## src/rtl/board_pkg.sv

```systemverilog
// Shared definitions for the board shuffler and the in-game FSM tile RAM word format.
package board_pkg;

   localparam int unsigned NUM_TILES = 16;
   localparam int unsigned NUM_PAIRS = 8;

   // Tile RAM word layout: [7:2] tile id, [1] flip, [0] cursor
   localparam int unsigned ID_MSB     = 7;
   localparam int unsigned ID_LSB     = 2;
   localparam int unsigned FLIP_BIT   = 1;
   localparam int unsigned CURSOR_BIT = 0;

   localparam logic [15:0] LFSR_DEFAULT = 16'hACE1;

   typedef enum logic [2:0] {
      StIdle    = 3'd0,
      StFill    = 3'd1,
      StShuffle = 3'd2,
      StWrite   = 3'd3,
      StDone    = 3'd4
   } state_e;

   // Builds a tile RAM word: face-down tile with an optional cursor
   function automatic logic [7:0] make_word(input logic [2:0] id, input logic cursor);
      logic [7:0] w;
      w                 = '0;
      w[ID_MSB:ID_LSB]  = {3'b000, id};
      w[FLIP_BIT]       = 1'b0;
      w[CURSOR_BIT]     = cursor;
      return w;
   endfunction

endpackage

```

## src/rtl/board_shuffler_lfsr16.sv

```systemverilog
// 16-bit Fibonacci LFSR (taps 16,14,13,11) that can never sit in the all-zero state.
module lfsr16
   import board_pkg::*;
(
   input  logic        clk_i,
   input  logic        resetn_i,
   input  logic        load_i,
   input  logic [15:0] load_val_i,
   input  logic        step_i,
   output logic [15:0] q_o
);

   logic [15:0] q_q, q_d;

   // Next state: load wins over step; a zero load is swapped for the default seed
   always_comb begin
      q_d = q_q;
      if (load_i) begin
         q_d = (load_val_i == 16'h0000) ? LFSR_DEFAULT : load_val_i;
      end else if (step_i) begin
         q_d = {q_q[14:0], q_q[15] ^ q_q[13] ^ q_q[12] ^ q_q[10]};
      end
   end

   // State register with synchronous active-low reset
   always_ff @(posedge clk_i) begin
      if (!resetn_i) begin
         q_q <= LFSR_DEFAULT;
      end else begin
         q_q <= q_d;
      end
   end

   assign q_o = q_q;

endmodule

```

## src/rtl/board_shuffler.sv

```systemverilog
// Builds a shuffled 4x4 board of 8 tile pairs and writes all 16 words into tile RAM.
module board_shuffler
   import board_pkg::*;
#(
   parameter logic [15:0] SEED       = 16'hACE1,
   parameter bit          FIXED_SEED = 1'b0
) (
   input  logic       clk_i,
   input  logic       resetn_i,
   input  logic       start_i,
   output logic [3:0] addr_o,
   output logic [7:0] wdata_o,
   output logic       we_o,
   output logic       busy_o,
   output logic       done_o,
   output logic       board_ready_o
);

   localparam logic [15:0] SeedEff = (SEED == 16'h0000) ? LFSR_DEFAULT : SEED;

   state_e      state_q, state_d;
   logic [2:0]  tile_q [NUM_TILES];
   logic [2:0]  tile_d [NUM_TILES];
   logic [3:0]  i_q, i_d;
   logic [3:0]  k_q, k_d;
   logic [15:0] cnt_q;

   logic [3:0]  addr_q, addr_d;
   logic [7:0]  wdata_q, wdata_d;
   logic        we_q, we_d;
   logic        busy_q, busy_d;
   logic        done_q, done_d;
   logic        board_ready_q, board_ready_d;

   logic        lfsr_load;
   logic        lfsr_step;
   logic [15:0] lfsr_load_val;
   logic [15:0] lfsr_q;
   logic [3:0]  j;
   logic        unused_lfsr;

   assign lfsr_load_val = FIXED_SEED ? SeedEff : (SeedEff ^ cnt_q);
   assign j             = lfsr_q[3:0];
   assign unused_lfsr   = ^lfsr_q[15:4];

   lfsr16 u_lfsr (
      .clk_i      (clk_i),
      .resetn_i   (resetn_i),
      .load_i     (lfsr_load),
      .load_val_i (lfsr_load_val),
      .step_i     (lfsr_step),
      .q_o        (lfsr_q)
   );

   // FSM next state, Fisher-Yates swap and registered-output next values
   always_comb begin
      state_d       = state_q;
      tile_d        = tile_q;
      i_d           = i_q;
      k_d           = k_q;
      lfsr_load     = 1'b0;
      lfsr_step     = 1'b0;
      addr_d        = addr_q;
      wdata_d       = wdata_q;
      we_d          = 1'b0;
      done_d        = 1'b0;
      board_ready_d = board_ready_q;

      unique case (state_q)
         StIdle: begin
            if (start_i) begin
               state_d       = StFill;
               lfsr_load     = 1'b1;
               board_ready_d = 1'b0;
            end
         end
         StFill: begin
            for (int t = 0; t < NUM_TILES; t++) begin
               tile_d[t] = 3'(t >> 1);
            end
            i_d     = 4'd15;
            state_d = StShuffle;
         end
         StShuffle: begin
            lfsr_step = 1'b1;
            // j above i is rejected rather than reduced, keeping the shuffle unbiased
            if (j <= i_q) begin
               tile_d[i_q] = tile_q[j];
               tile_d[j]   = tile_q[i_q];
               i_d         = i_q - 4'd1;
               if (i_q == 4'd1) begin
                  k_d     = 4'd0;
                  state_d = StWrite;
               end
            end
         end
         StWrite: begin
            we_d    = 1'b1;
            addr_d  = k_q;
            wdata_d = make_word(tile_q[k_q], (k_q == 4'd0));
            k_d     = k_q + 4'd1;
            if (k_q == 4'd15) begin
               state_d = StDone;
            end
         end
         StDone: begin
            done_d        = 1'b1;
            board_ready_d = 1'b1;
            state_d       = StIdle;
         end
         default: begin
            state_d = StIdle;
         end
      endcase

      busy_d = (state_d != StIdle);
   end

   // State, tile array, indices, free-running counter and output registers
   always_ff @(posedge clk_i) begin
      if (!resetn_i) begin
         state_q       <= StIdle;
         for (int t = 0; t < NUM_TILES; t++) begin
            tile_q[t] <= 3'd0;
         end
         i_q           <= 4'd0;
         k_q           <= 4'd0;
         cnt_q         <= 16'd0;
         addr_q        <= 4'd0;
         wdata_q       <= 8'd0;
         we_q          <= 1'b0;
         busy_q        <= 1'b0;
         done_q        <= 1'b0;
         board_ready_q <= 1'b0;
      end else begin
         state_q       <= state_d;
         tile_q        <= tile_d;
         i_q           <= i_d;
         k_q           <= k_d;
         cnt_q         <= cnt_q + 16'd1;
         addr_q        <= addr_d;
         wdata_q       <= wdata_d;
         we_q          <= we_d;
         busy_q        <= busy_d;
         done_q        <= done_d;
         board_ready_q <= board_ready_d;
      end
   end

   assign addr_o        = addr_q;
   assign wdata_o       = wdata_q;
   assign we_o          = we_q;
   assign busy_o        = busy_q;
   assign done_o        = done_q;
   assign board_ready_o = board_ready_q;

endmodule
```

## config.mk

```make
export PLATFORM = sky130hd
export DESIGN_NAME = board_shuffler
export DESIGN_NICKNAME = d
export VERILOG_FILES = /design/src/rtl/board_pkg.sv /design/src/rtl/board_shuffler_lfsr16.sv /design/src/rtl/board_shuffler.sv
export SDC_FILE = /design/constraint.sdc
export NUM_CORES = 1
export LEC_CHECK = 0
export ABC_AREA = 0
export CAP_MARGIN = 15
export CORE_MARGIN = 8
export CORE_UTILIZATION = 56
export DETAILED_ROUTE_END_ITERATION = 6
export PLACE_DENSITY = 0.79
export SYNTH_ARGS = -nofsm -noshare
export SYNTH_HDL_FRONTEND = slang
export SYNTH_SLANG_ARGS = --single-unit
```

## constraint.sdc

```tcl
create_clock -name clk_i -period 2.78 [get_ports clk_i]
set_clock_uncertainty 0.1 [all_clocks]
set_input_delay 0.556 -clock clk_i [delete_from_list [all_inputs] [get_ports clk_i]]
set_output_delay 0.556 -clock clk_i [all_outputs]
set_load 0.01 [all_outputs]
```

# Word-level counts from Yosys, hierarchy flattened
# Cells that the tools add are included.
# classes
n_reduce_logical	13
muxes	37
eq_ne	9
order_cmp	6
n_addsub	3
bitwise_logic	7
# op_table
operator	n
bitwise mux 48 bit	2
case mux 48 bit (2 select lines)	1
2-to-1 mux 16 bit	3
2-to-1 mux 48 bit	1
binary-select mux 3 bit (select 4 bit)	3
2-to-1 mux 3 bit	12
demux 3 bit (select 4 bit)	2
adder 16 x 1 -> 16 bit (second input constant)	1
zero test 16 bit	1
case mux 4 bit (2 select lines)	2
>= comparator 5 bit (second input constant)	3
inverter 4 -> 5 bit	3
2-to-1 mux 4 bit	3
case mux 3 bit (4 select lines)	1
less-than comparator 5 x 1 -> 1 bit (second input constant)	2
inverter 8 bit	1
nonzero test 2 bit	4
equality test 3 x 2 -> 1 bit (second input constant)	2
2-to-1 mux 1 bit	6
inequality test 2 bit (second input constant)	3
adder 4 x 1 -> 4 bit (second input constant)	1
equality test 4 x 1 -> 1 bit (second input constant)	1
equality test 4 bit (second input constant)	1
less-or-equal comparator 4 bit	1
other kinds (11)	15
# word_totals
elab_cells	102
regBits	103
output_inout_bits	16

# Logic depth before layout (Yosys ltp)
# logic_depth
depth_word	9
ltp_mapped	11
mapped_depth_nobuf	8

# Cells and area by module
# Synthesis repeated with hierarchy kept, for this count alone.
# hier_totals
cells_unflattened	739
hier_area_um2	6419.9
# by_module_without_submodules
mod	area_each_um2	cells_per_inst	instances
board_shuffler	5621.6	651	1
lfsr16	798.3	88	1

# Least setup slack after synthesis
# No wires, ideal clock.
# synth_path
path_type	reg2reg
start	register i_q[1]
end	register tile_q[0] (netlist name)
arrival_ns	2.444
path_slack_ns	0.118
path_buffers	3
path_stages_with_launch	12
cell_sequence	dfxtp_1 > buf_6 > buf_2 > inv_1 > ha_1 > and4_1 > and2_1 > a31oi_2 > clkbuf_1 > a21oi_1 > o221ai_1 > nor2_1
# synth_via
elab_chain_len	9
elab_cells_between_ends	16
# synth_rtl
item	line_no	text
start, declared	board_shuffler.sv:24	logic [3:0] i_q, i_d;
start signal, assigned	board_shuffler.sv:138	i_q <= i_d;
inverter 4 -> 5 bit (not written as such)	board_shuffler.sv:88, board_shuffler.sv:89	
>= comparator 5 bit (not written as such) or less-than comparator 5 x 1 -> 1 bit (tied branches)	board_shuffler.sv:88	tile_d[i_q] = tile_q[j];
logical AND 1 bit (not written as such)	board_shuffler.sv:88	
2-to-1 mux 3 bit (not written as such)	board_shuffler.sv:88	
demux 3 bit (select 4 bit)	board_shuffler.sv:88	
bitwise mux 48 bit	board_shuffler.sv:88	
bitwise mux 48 bit	board_shuffler.sv:89	tile_d[j] = tile_q[i_q];
2-to-1 mux 48 bit	board_shuffler.sv:87	if (j <= i_q) begin
case mux 48 bit (2 select lines)	board_shuffler.sv:69	unique case (state_q)
end signal, assigned	board_shuffler.sv:137	tile_q <= tile_d;
end, declared	board_shuffler.sv:22	logic [2:0] tile_q [NUM_TILES];
# Parallel ways exist; a longest one is shown, timed or not. The select of a mux whose other input is x is not followed.
# A chain may end at the register's enable or synchronous reset.

# Worst setup path in the final report
# layout_path
start	register u_lfsr.q_q[1] (netlist: u_lfsr.q_o[1])
end	register tile_q[23] (netlist name)
# layout_via
elab_chain_len	8
elab_cells_between_ends	16
# layout_rtl
item	line_no	text
start, declared	board_shuffler_lfsr16.sv:13	logic [15:0] q_q, q_d;
start signal, assigned	board_shuffler_lfsr16.sv:30	q_q <= q_d;
inverter 4 -> 5 bit (not written as such)	board_shuffler.sv:88, board_shuffler.sv:89	
>= comparator 5 bit (not written as such), or another cell as far along	board_shuffler.sv:89	
logical AND 1 bit (not written as such) or 2-to-1 mux 3 bit (tied branches)	board_shuffler.sv:89, board_shuffler.sv:88	
2-to-1 mux 3 bit, on equally long branches	board_shuffler.sv:89, board_shuffler.sv:88	
demux 3 bit (select 4 bit) or bitwise mux 48 bit (tied branches)	board_shuffler.sv:89, board_shuffler.sv:88	
bitwise mux 48 bit	board_shuffler.sv:89	
2-to-1 mux 48 bit	board_shuffler.sv:87	
case mux 48 bit (2 select lines)	board_shuffler.sv:69	
# Parallel ways exist; a longest one is shown, timed or not. The select of a mux whose other input is x is not followed.

==> results.cfg <==
[detailed_routing]
first_iter_violations = 911
vias = 6292
antenna_left = 0
vias_per_cell = 6.93
routed_wl_mm = 20.5
drc = 0
routedWlPerCell_um = 22.6
first_pass_iters = 6

[critical_path]
cp_top_family = multiplexers
cp.arrival_ns = 2.73
critPathSlowestCell = mux4_2
rr_worst_depth = 8
crit_cells = 8
path_cells = buf_6 > mux4_2 > mux2i_1 > or2_2 > o21ai_0 > buf_4 > nor2_1 > a311oi_1
critPathKind = flip-flop to flip-flop
cp_data_required_time_ns = 2.89
r2r_setup_slack_ns = 0.15
cp-end-kind = flip-flop
crit_path_start_kind = flip-flop
cp_max_fo = 33
cpPeakStageDelay_ns = 0.56
critical_path_buf_inv_count = 2

[place]
place.gp.congestion = 1.00
io_buffers = 14
dp_hpwl_mm = 14.9
dp.cells = 892
place_area_sq_mm = 0.00671

[cts]
clkSlewWorstSetupHoldPaths_ns = 0.08
clock_path_buffers = 2
cts_tree = yes
cts_setup_buffers = 0
h-tree-depth = 3
clk-insertion-delay-late_ns = 0.36
cts-root-buf = clkbuf_16
cts_resized = 1
clock_sinks = 103
cts_buffers = 9
ctsHoldBuffers = 0

[hold_path]
hold_path_depth = 2
worstHoldPathType = flip-flop to flip-flop

[logic_synthesis]
netlist_top_cells_count = 103 x dfxtp_1, 101 x nand2_1, 56 x nor2_1
yosysMostFrequentCell = dfxtp_1
synth_top_area_share = 0.323
synth_area_leaders = dfxtp_1 32%, mux4_2 7.4%, nand2_1 5.9%
avgSynthCellArea_sq_um = 8.48
synth_edf_count = 0
yosys_warnings = 0
yosysTopAreaCell = dfxtp_1
synth-seq-cells = 103
yosysUniqueCellTypes = 59
synth_cells = 752
ys_seq_area_frac = 0.323
synth_flop_cell = dfxtp_1
ys_async_sr_fraction = 0
syn_area_sq_mm = 0.00638

[grt]
grt_pass1_vias = 5804
grt_pass1_wl_mm = 31.7
grt_start_max_net_pins = 68
antenna_found_initial = 0
grt_usage = 0.272
overflow = 0

[floorplanning]
die_x_um = 123
initial_utilization = 0.566
core_sq_mm = 0.0113
dieArea_sq_mm = 0.0151
die_h_um = 123
fp-row-count = 39
io_pins = 19

[cells_and_area]
num-fill-cells = 969
antennaDiodeCount = 0
nets = 775
design_area_sq_mm = 0.00703
regArea_sq_mm = 0.00206
final_cells = 908
area_delta_synth_final_pct = 10.2
drive_gt1_frac = 0.119
fin_util = 0.623
multi_input_area_sq_mm = 0.00401

[power_and_ir_drop]
p_leak_nw = 2.56
ir_drop_uv = 358
powerDensity_mw_per_mm2 = 596

[sta]
worstMarginPinSlew_ns = 0.793
period_minus_slack_ns = 2.63
rsz0062_at_grt = false
tns_ns = 0
setup_viol = 0
max_freq_mhz = 381
finalHoldViolCount = 0
relSlewSlack = 0.470
drv_slew = 0
period_share = 0.945

[job]
max_cap_violations = 0

[outcome]
outcome = complete, no violations
[state kept, by name (all words and copies together), names as in the netlist]
register / count
tile_q: 48
we_o: 1
cnt_q: 16
busy_o: 1
k_q: 4
i_q: 4
state_q: 3
addr_o: 4
board_ready_o: 1
done_o: 1
u_lfsr.q_o: 16
wdata_o: 4
[logic make-up (layout without fill, tap and decap cells)]
family,count (synthesis),in the layout,synth area share
mux,55,55,0.148
other cells,1,4,0.000588
fa+ha+maj,12,12,0.0235
buf+inv,73,83,0.0526
compound gates,171,171,0.184
flops,103,103,0.323
xor+xnor,20,20,0.0275
simple gates,317,317,0.240
[final cells by class]
class / count / share of cell area
repair buffers: 53 / 0.0614
clock buffers: 11 / 0.0360
inverters: 14 / 0.00748
well taps: 143 / 0.0255
flip-flops and latches: 103 / 0.293
multi-input cells: 579 / 0.570
clock inverters: 5 / 0.00588
[worst paths after layout]
check | start | endpoint
worst min register to register | wdata_o[3] | wdata_o[3]
worst min-delay path | wdata_o[3] | wdata_o[3]
worst max-delay path | u_lfsr.q_o[1] | tile_q[23]
worst max register to register | u_lfsr.q_o[1] | tile_q[23]
[layout by cell type, fill, tap and decap left out, types with 8 or more instances in the layout]
| cell type | netlist | routed |
|---|---|---|
| dfxtp_1 | 103 | 103 |
| nand2_1 | 101 | 101 |
| nor2_1 | 56 | 55 |
| nand3_1 | 48 | 48 |
| buf_4 | 6 | 38 |
| o21ai_0 | 35 | 34 |
| a21oi_1 | 31 | 31 |
| nor3_1 | 29 | 29 |
| mux2i_1 | 23 | 23 |
| mux4_2 | 21 | 21 |
| and2_1 | 16 | 16 |
| nor2b_1 | 15 | 15 |
| nand4_1 | 15 | 15 |
| inv_1 | 14 | 14 |
| o211ai_1 | 14 | 14 |
| a22oi_1 | 14 | 14 |
| o221ai_1 | 13 | 13 |
| clkdlybuf4s50_1 | 0 | 13 |
| xnor2_1 | 12 | 12 |
| ha_1 | 12 | 12 |
| a211oi_1 | 11 | 11 |
| a21boi_0 | 10 | 10 |
| clkbuf_16 | 0 | 9 |
| mux4_1 | 8 | 8 |
| and3_1 | 8 | 8 |
| xor2_1 | 8 | 8 |
[power by group]
| group | total, W | leakage, nW | switching [W] | internal (W) |
|---|---|---|---|---|
| logic | 0.00122 | 1.58 | 0.000773 | 0.000446 |
| clock network | 0.00126 | 0.144 | 0.000597 | 0.000665 |
| registers | 0.00171 | 0.840 | 0.000117 | 0.00159 |
| total | 0.00419 | 2.56 | 0.00149 | 0.00270 |
[through the flow]
stage | worst slack (ns) | hold slack, ns | power (W)
after floorplan | 0.118 | 0.335 | 0.00248
after global placement | 0.0449 | 0.342 | 0.00287
after detailed placement | 0.00711 | 0.351 | 0.00289
after CTS | 0.0847 | 0.362 | 0.00414
after global routing | 0.0176 | 0.380 | 0.00433
final | 0.154 | 0.357 | 0.00419
[layer usage]
| layer | GRT usage | wire length (um) |
|---|---|---|
| met1 | 0.343 | 7920 |
| met2 | 0.429 | 9290 |
| met3 | 0.0681 | 2380 |
| met4 | 0.129 | 945 |
| met5 | 0 | 0 |
[worst min-delay path, cell delays in order (launching register included)]
cell and delay (ns):
dfxtp_1 0.31, nand2_1 0.05, a21oi_1 0.05
No activity file was read; power rests on OpenSTA's default activity.
==> RTL edit 1, RTL diff (same settings) <==
The parameter `FIXED_SEED` goes from 1'b0 to 1'b1.
--- a/src/rtl/board_shuffler.sv
+++ b/src/rtl/board_shuffler.sv
@@ -3,7 +3,7 @@
    import board_pkg::*;
 #(
    parameter logic [15:0] SEED       = 16'hACE1,
-   parameter bit          FIXED_SEED = 1'b0
+   parameter bit          FIXED_SEED = 1'b1
 ) (
    input  logic       clk_i,
    input  logic       resetn_i,
Behaviour: no difference found for any inputs over 10 cycles, from zero or initial values and one cycle with resetn_i low; that may be too few to reach the edited logic, so the function may still have changed.
==> RTL edit 1 against the original RTL <==
- sequential power shrank 16%
- utilization grew 0.15 points
- die area shrank 11%
- clock power shrank 24%
- routed wire length shrank 13%
- power shrank 24%
- area after synthesis shrank 12%
- setup slack gained 20 ps
- sequential cell count shrank 16
- global-route usage is essentially flat
- cell count shrank 13%
- via count shrank 13%
- design area shrank 13%
- largest cell class unchanged
- highest routed layer unchanged
==> RTL edit 1: results (changes against the original RTL) <==
Placement
  • Placed cell count: 770 (-14%)
  • Placer's final routability congestion estimate: 1.06 (+6.1%)
  • Dpl ws: 224 ps (+217 ps)
  • Placed Area: 5860 µm² (-13%)
  • HPWL Detailed: 12.9 mm (-13%)

Drt
  • DR vias/cell: 6.93 (about the same)
  • Drt first-iter violations: 829 (-9.0%)
  • Post-DR wirelength/cell: 22.7 µm (+0.24%)
  • Drt total wl: 17.8 mm (-13%)
  • First-pass DRT Iterations: 5 (-1)

Outcome
  • Status: complete, no violations

Min path
  • Hold crit path type: flip-flop to flip-flop
  • Hold Path Stages: 2 (unchanged)

Logic synthesis
  • Post-synth cell types: 69 (+17%)
  • Ys flop type: dfxtp_1
  • Synth Warn #: 0 (unchanged)
  • Synth area leaders: dfxtp_1 (31%), mux4_2 (11%), nand2_1 (6.8%)
  • Synth Area in Compound Gates: 18.1% (-0.30 points)
  • Fraction of registers with async set/reset: 0% (unchanged)
  • Post-synthesis mux area share: 17.4% (+2.6 points)
  • Synth top cells by count: nand2_1 (101), dfxtp_1 (87), nand3_1 (47)
  • Seq/Total Area, Yosys: 31.1% (-1.3 points)
  • Gate Count Post-Synth: 645 (-14%)
  • Synth Area in XOR/XNOR: 1.09% (-1.7 points)
  • Adder-Cell Fraction of Synth Area: 2.23% (-0.12 points)

Setup path
  • Crit-path max cell delay: 540 ps (-20 ps)
  • Reg2Reg Depth: 7 (-1)
  • CP Data Arrival Time: 2790 ps (+60 ps)
  • Slowest cell on the critical path: o21ai_2
  • CP top delay family: simple AND/OR/NAND/NOR gates
  • Crit-path max FO: 18 (-45%)

Global route
  • Initial antenna violation count: 0 (unchanged)
  • First-pass GRT wire length: 28.3 mm (-11%)
  • Gr usage total: 27.3% (+0.048 points)
  • Vias in the first global route: 5,092 (-12%)
  • Pin count of the biggest net entering global routing: 36 (-47%)

Clocking
  • Clk_lat worst skew: 370 ps
  • CTS Root Cell: clkbuf_8
  • CTS Buf Count: 9 (unchanged)
  • Clk buf depth: 2 (unchanged)
  • Clock Pin Slew Worst Setup and Hold Paths: 90 ps

Layout
  • Nets: 661 (-15%)
  • Seq. cell area: 1740 µm² (-16%)
  • Biggest register: tile_q
  • Layout cells sized above 1: 16.4% (+4.5 points)
  • # fillers: 841 (-13%)

Pwr
  • Maximum VDD drop: 401 µV (+12%)
  • Static Leak: 2.04 nW (-20%)

STA
  • Worst Max-Slew Pin Slew: 791 ps (-1.16 ps)
## RTL edit 1: cell count changes in the layout (fill, tap and decap cells not counted), sizes merged, moves of 9 or more
cell,unedited run,this run
dfxtp,103,87
o21ai,35,22
a21boi,10,0
nor2,56,42
mux2i,23,10
buf,40,31
nand4,15,5
a22oi,14,4
and2,16,5
## RTL edit 1: area by class of cell
| cell class | count | area share (%) |
|---|---|---|
| clock buffers | 10 | 2.26 |
| repair buffers | 45 | 6.34 |
| multi-input cells | 493 | 58.0 |
| flip-flops and latches | 87 | 28.6 |
| inverters | 12 | 0.741 |
| clock inverters | 6 | 1.23 |
| well taps | 133 | 2.74 |
## RTL edit 1: worst paths after layout
check / start / end / slack (ps)
max: u_lfsr.q_o[1]$_SDFFE_PP0P_ / tile_q[38]$_SDFFE_PN0P_ / 170
max reg2reg: u_lfsr.q_o[1]$_SDFFE_PP0P_ / tile_q[38]$_SDFFE_PN0P_ / 170
min: u_lfsr.q_o[11]$_SDFFE_PP1P_ / u_lfsr.q_o[12]$_SDFFE_PP0P_ / 360
min reg2reg: u_lfsr.q_o[11]$_SDFFE_PP1P_ / u_lfsr.q_o[12]$_SDFFE_PP0P_ / 360
## RTL edit 1: cells by family (layout without fill, tap and decap cells)
family                     count (synthesis)  after routing
adders and majority gates                 10             10
buffers and inverters                     68             73
DFF                                       87             87
and+or+nand+nor                          281            281
other                                      1              4
xor gates and xnor gates                   7              7
AOI/OAI and AO/OA                        139            139
muxes                                     52             52
## RTL edit 1: timing repair
action	in CTS	in global routing
hold buffers	0	0
endpoints found under the setup margin	0	4
gates resized for setup	0	1
## RTL edit 1: power breakdown
group / internal (mW) / switching [mW] / leakage, nW
Sequential: 1.33 / 0.106 / 0.708
Combinational: 0.307 / 0.479 / 1.22
Clock: 0.454 / 0.502 / 0.105
## RTL edit 1: layer usage
metal / track usage [%] / wire [µm] / up-vias
met3: 7.30 / 2360 / 69
met4: 12.9 / 712 / 0
met5: 0 / 0 / -
met2: 39.0 / 7540 / 395
li1: - / - / 2407
met1: 37.3 / 7220 / 2575
## RTL edit 1: worst register-to-register path: cells and delay by family (launching register included)
family / cells / cell delay, ps
DFF: 1 / 380
and+or+nand+nor: 2 / 740
muxes: 2 / 410
buffers and inverters: 1 / 290
AOI/OAI and AO/OA: 2 / 620
==> RTL edit 2, RTL diff (same settings) <==
Made on the original files. `i_q`, `k_q`, `addr_q` and `wdata_q` no longer have a reset.
--- a/src/rtl/board_shuffler.sv
+++ b/src/rtl/board_shuffler.sv
@@ -123,11 +123,7 @@
          for (int t = 0; t < NUM_TILES; t++) begin
             tile_q[t] <= 3'd0;
          end
-         i_q           <= 4'd0;
-         k_q           <= 4'd0;
          cnt_q         <= 16'd0;
-         addr_q        <= 4'd0;
-         wdata_q       <= 8'd0;
          we_q          <= 1'b0;
          busy_q        <= 1'b0;
          done_q        <= 1'b0;
@@ -135,16 +131,19 @@
       end else begin
          state_q       <= state_d;
          tile_q        <= tile_d;
-         i_q           <= i_d;
-         k_q           <= k_d;
          cnt_q         <= cnt_q + 16'd1;
-         addr_q        <= addr_d;
-         wdata_q       <= wdata_d;
          we_q          <= we_d;
          busy_q        <= busy_d;
          done_q        <= done_d;
          board_ready_q <= board_ready_d;
       end
+   end
+
+   always_ff @(posedge clk_i) begin
+      i_q     <= i_d;
+      k_q     <= k_d;
+      addr_q  <= addr_d;
+      wdata_q <= wdata_d;
    end
 
    assign addr_o        = addr_q;
Check against the original RTL: no difference found for any inputs over 10 cycles, from zero or initial values and one cycle with resetn_i low; that may be too few to reach the edited logic, so the function may still have changed.
==> RTL edit 2 against the original RTL <==
- power fell by 8.6%
- largest cell class unchanged
- critical path depth rose by 1
- design area up 0.34%
- fmax shrank 0.43%
- first-iteration DRC count increased by 1.5%
- sequential cell count stayed put
- routed wire length is 1.7% higher
- global-route usage rose by 0.86 points
- critical endpoint is now tile_q[16]$_SDFFE_PN0P_
- area after synthesis increased by 1.3%
- setup slack got worse by 11 ps
==> RTL edit 2: results (changes against the original RTL) <==
Outcome
  • Status: complete, no violations

Global route
  • Pin count of the biggest net entering global routing: 38 (-44%)
  • M3 GR Usage: 6.85% (+0.042 points)
  • Gr usage total: 28.1% (+0.86 points)
  • Met2 Resource Use GR: 43.7% (+0.78 points)
  • First-pass GRT wire length: 33.0 mm (+4.2%)
  • Vias in the first global route: 5,870 (+1.1%)
  • Global Route met1 Usage: 35.7% (+1.4 points)

Min path
  • Beginning of the worst hold path: u_lfsr.q_o[5]$_SDFFE_PN1P_

Setup path
  • CP Data Arrival Time: 2780 ps (+50 ps)
  • Critical R2R Launch: i_q[3]$_SDFFCE_PN1P_
  • Slowest cell on the critical path: ha_1

Drt
  • Post-DR wirelength/cell: 24.4 µm (+7.7%)
  • Drt first-iter violations: 925 (+1.5%)
  • First-pass DRT Iterations: 5 (-1)

Placement
  • Placer's final routability congestion estimate: 1.07 (+7.2%)
  • HPWL Detailed: 14.9 mm (-0.17%)
  • Placed cell count: 841 (-5.7%)

STA
  • Worst Max-Slew Pin Slew: 910 ps (+117 ps)
  • Final Hold Slack: 372 ps (+15.2 ps)

Logic synthesis
  • Post-Syn Area per Cell: 9.11 µm² (+7.4%)
  • Post-synth cell types: 81 (+37%)
  • Synth top cells by count: dfxtp_1 (87), nand2_1 (78), nand3_1 (47), nor2_1 (47), a21oi_1 (44)

Pwr
  • Switch share: 33.1% (-2.5 points)
  • Maximum VDD drop: 279 µV (-22%)
[RTL edit 2: path summary, 6_finish.rpt]
path,to,cells past startpoint
worst max register to register,tile_q[16]$_SDFFE_PN0P_,9
worst min register to register,u_lfsr.q_o[5]$_SDFFE_PN1P_,1
worst max-delay path,tile_q[16]$_SDFFE_PN0P_,9
worst min-delay path,u_lfsr.q_o[5]$_SDFFE_PN1P_,1
[RTL edit 2: cell families (layout without fill, tap and decap cells)]
| group | count (synthesis) | count (layout) | share of synthesized area [%] |
|---|---|---|---|
| adders and majority gates | 12 | 12 | 2.32 |
| muxes | 53 | 53 | 14.5 |
| DFF | 103 | 103 | 34.4 |
| other | 1 | 4 | 0.0581 |
| and+or+nand+nor | 271 | 271 | 20.8 |
| xor gates and xnor gates | 20 | 20 | 2.71 |
| buffers and inverters | 79 | 81 | 6.51 |
| AOI/OAI and AO/OA | 170 | 170 | 18.7 |
[RTL edit 2: per-stage QoR]
stage	util, %	power, mW	setup WS, ps	area, µm²
3_3_place_gp	59.6	2.53	178	6750
2_1_floorplan	-	2.30	28.3	6470
4_1_cts	62.2	3.79	79.4	7040
6_report	62.3	3.83	143	7050
3_5_place_dp	59.6	2.56	120	6750
5_1_grt	62.3	3.95	10.5	7050
[RTL edit 2: cell type report]
| cell class | instances | share of cell area [%] |
|---|---|---|
| Clock buffer | 10 | 3.25 |
| Clock inverter | 6 | 0.887 |
| Inverter | 16 | 0.852 |
| Multi-Input combinational cell | 530 | 54.5 |
| Sequential cell | 103 | 31.5 |
| Tap cell | 143 | 2.54 |
| Timing Repair Buffer | 49 | 6.42 |
[RTL edit 2: metal layers]
metal | part of all wire (%) | wire length [µm]
met1 | 38 | 7900
met2 | 45 | 9450
met3 | 12 | 2610
met4 | 4.5 | 937
met5 | 0 | 0
[RTL edit 2: power groups by stage]
stage	sequential [mW]	combinational, mW	clock, mW
after detailed placement	1.75	0.808	0
final	1.73	0.842	1.26
after CTS	1.72	0.813	1.26
after global routing	1.73	0.894	1.32
after floorplan	1.69	0.604	0
after global placement	1.74	0.788	0
[RTL edit 2: worst max-delay path, delay by kind of cell (launching register included)]
family                     cells  cell delay [ps]
DFF                            1              370
adders and majority gates      1              390
and+or+nand+nor                2              300
AOI/OAI and AO/OA              3              810
buffers and inverters          3              550
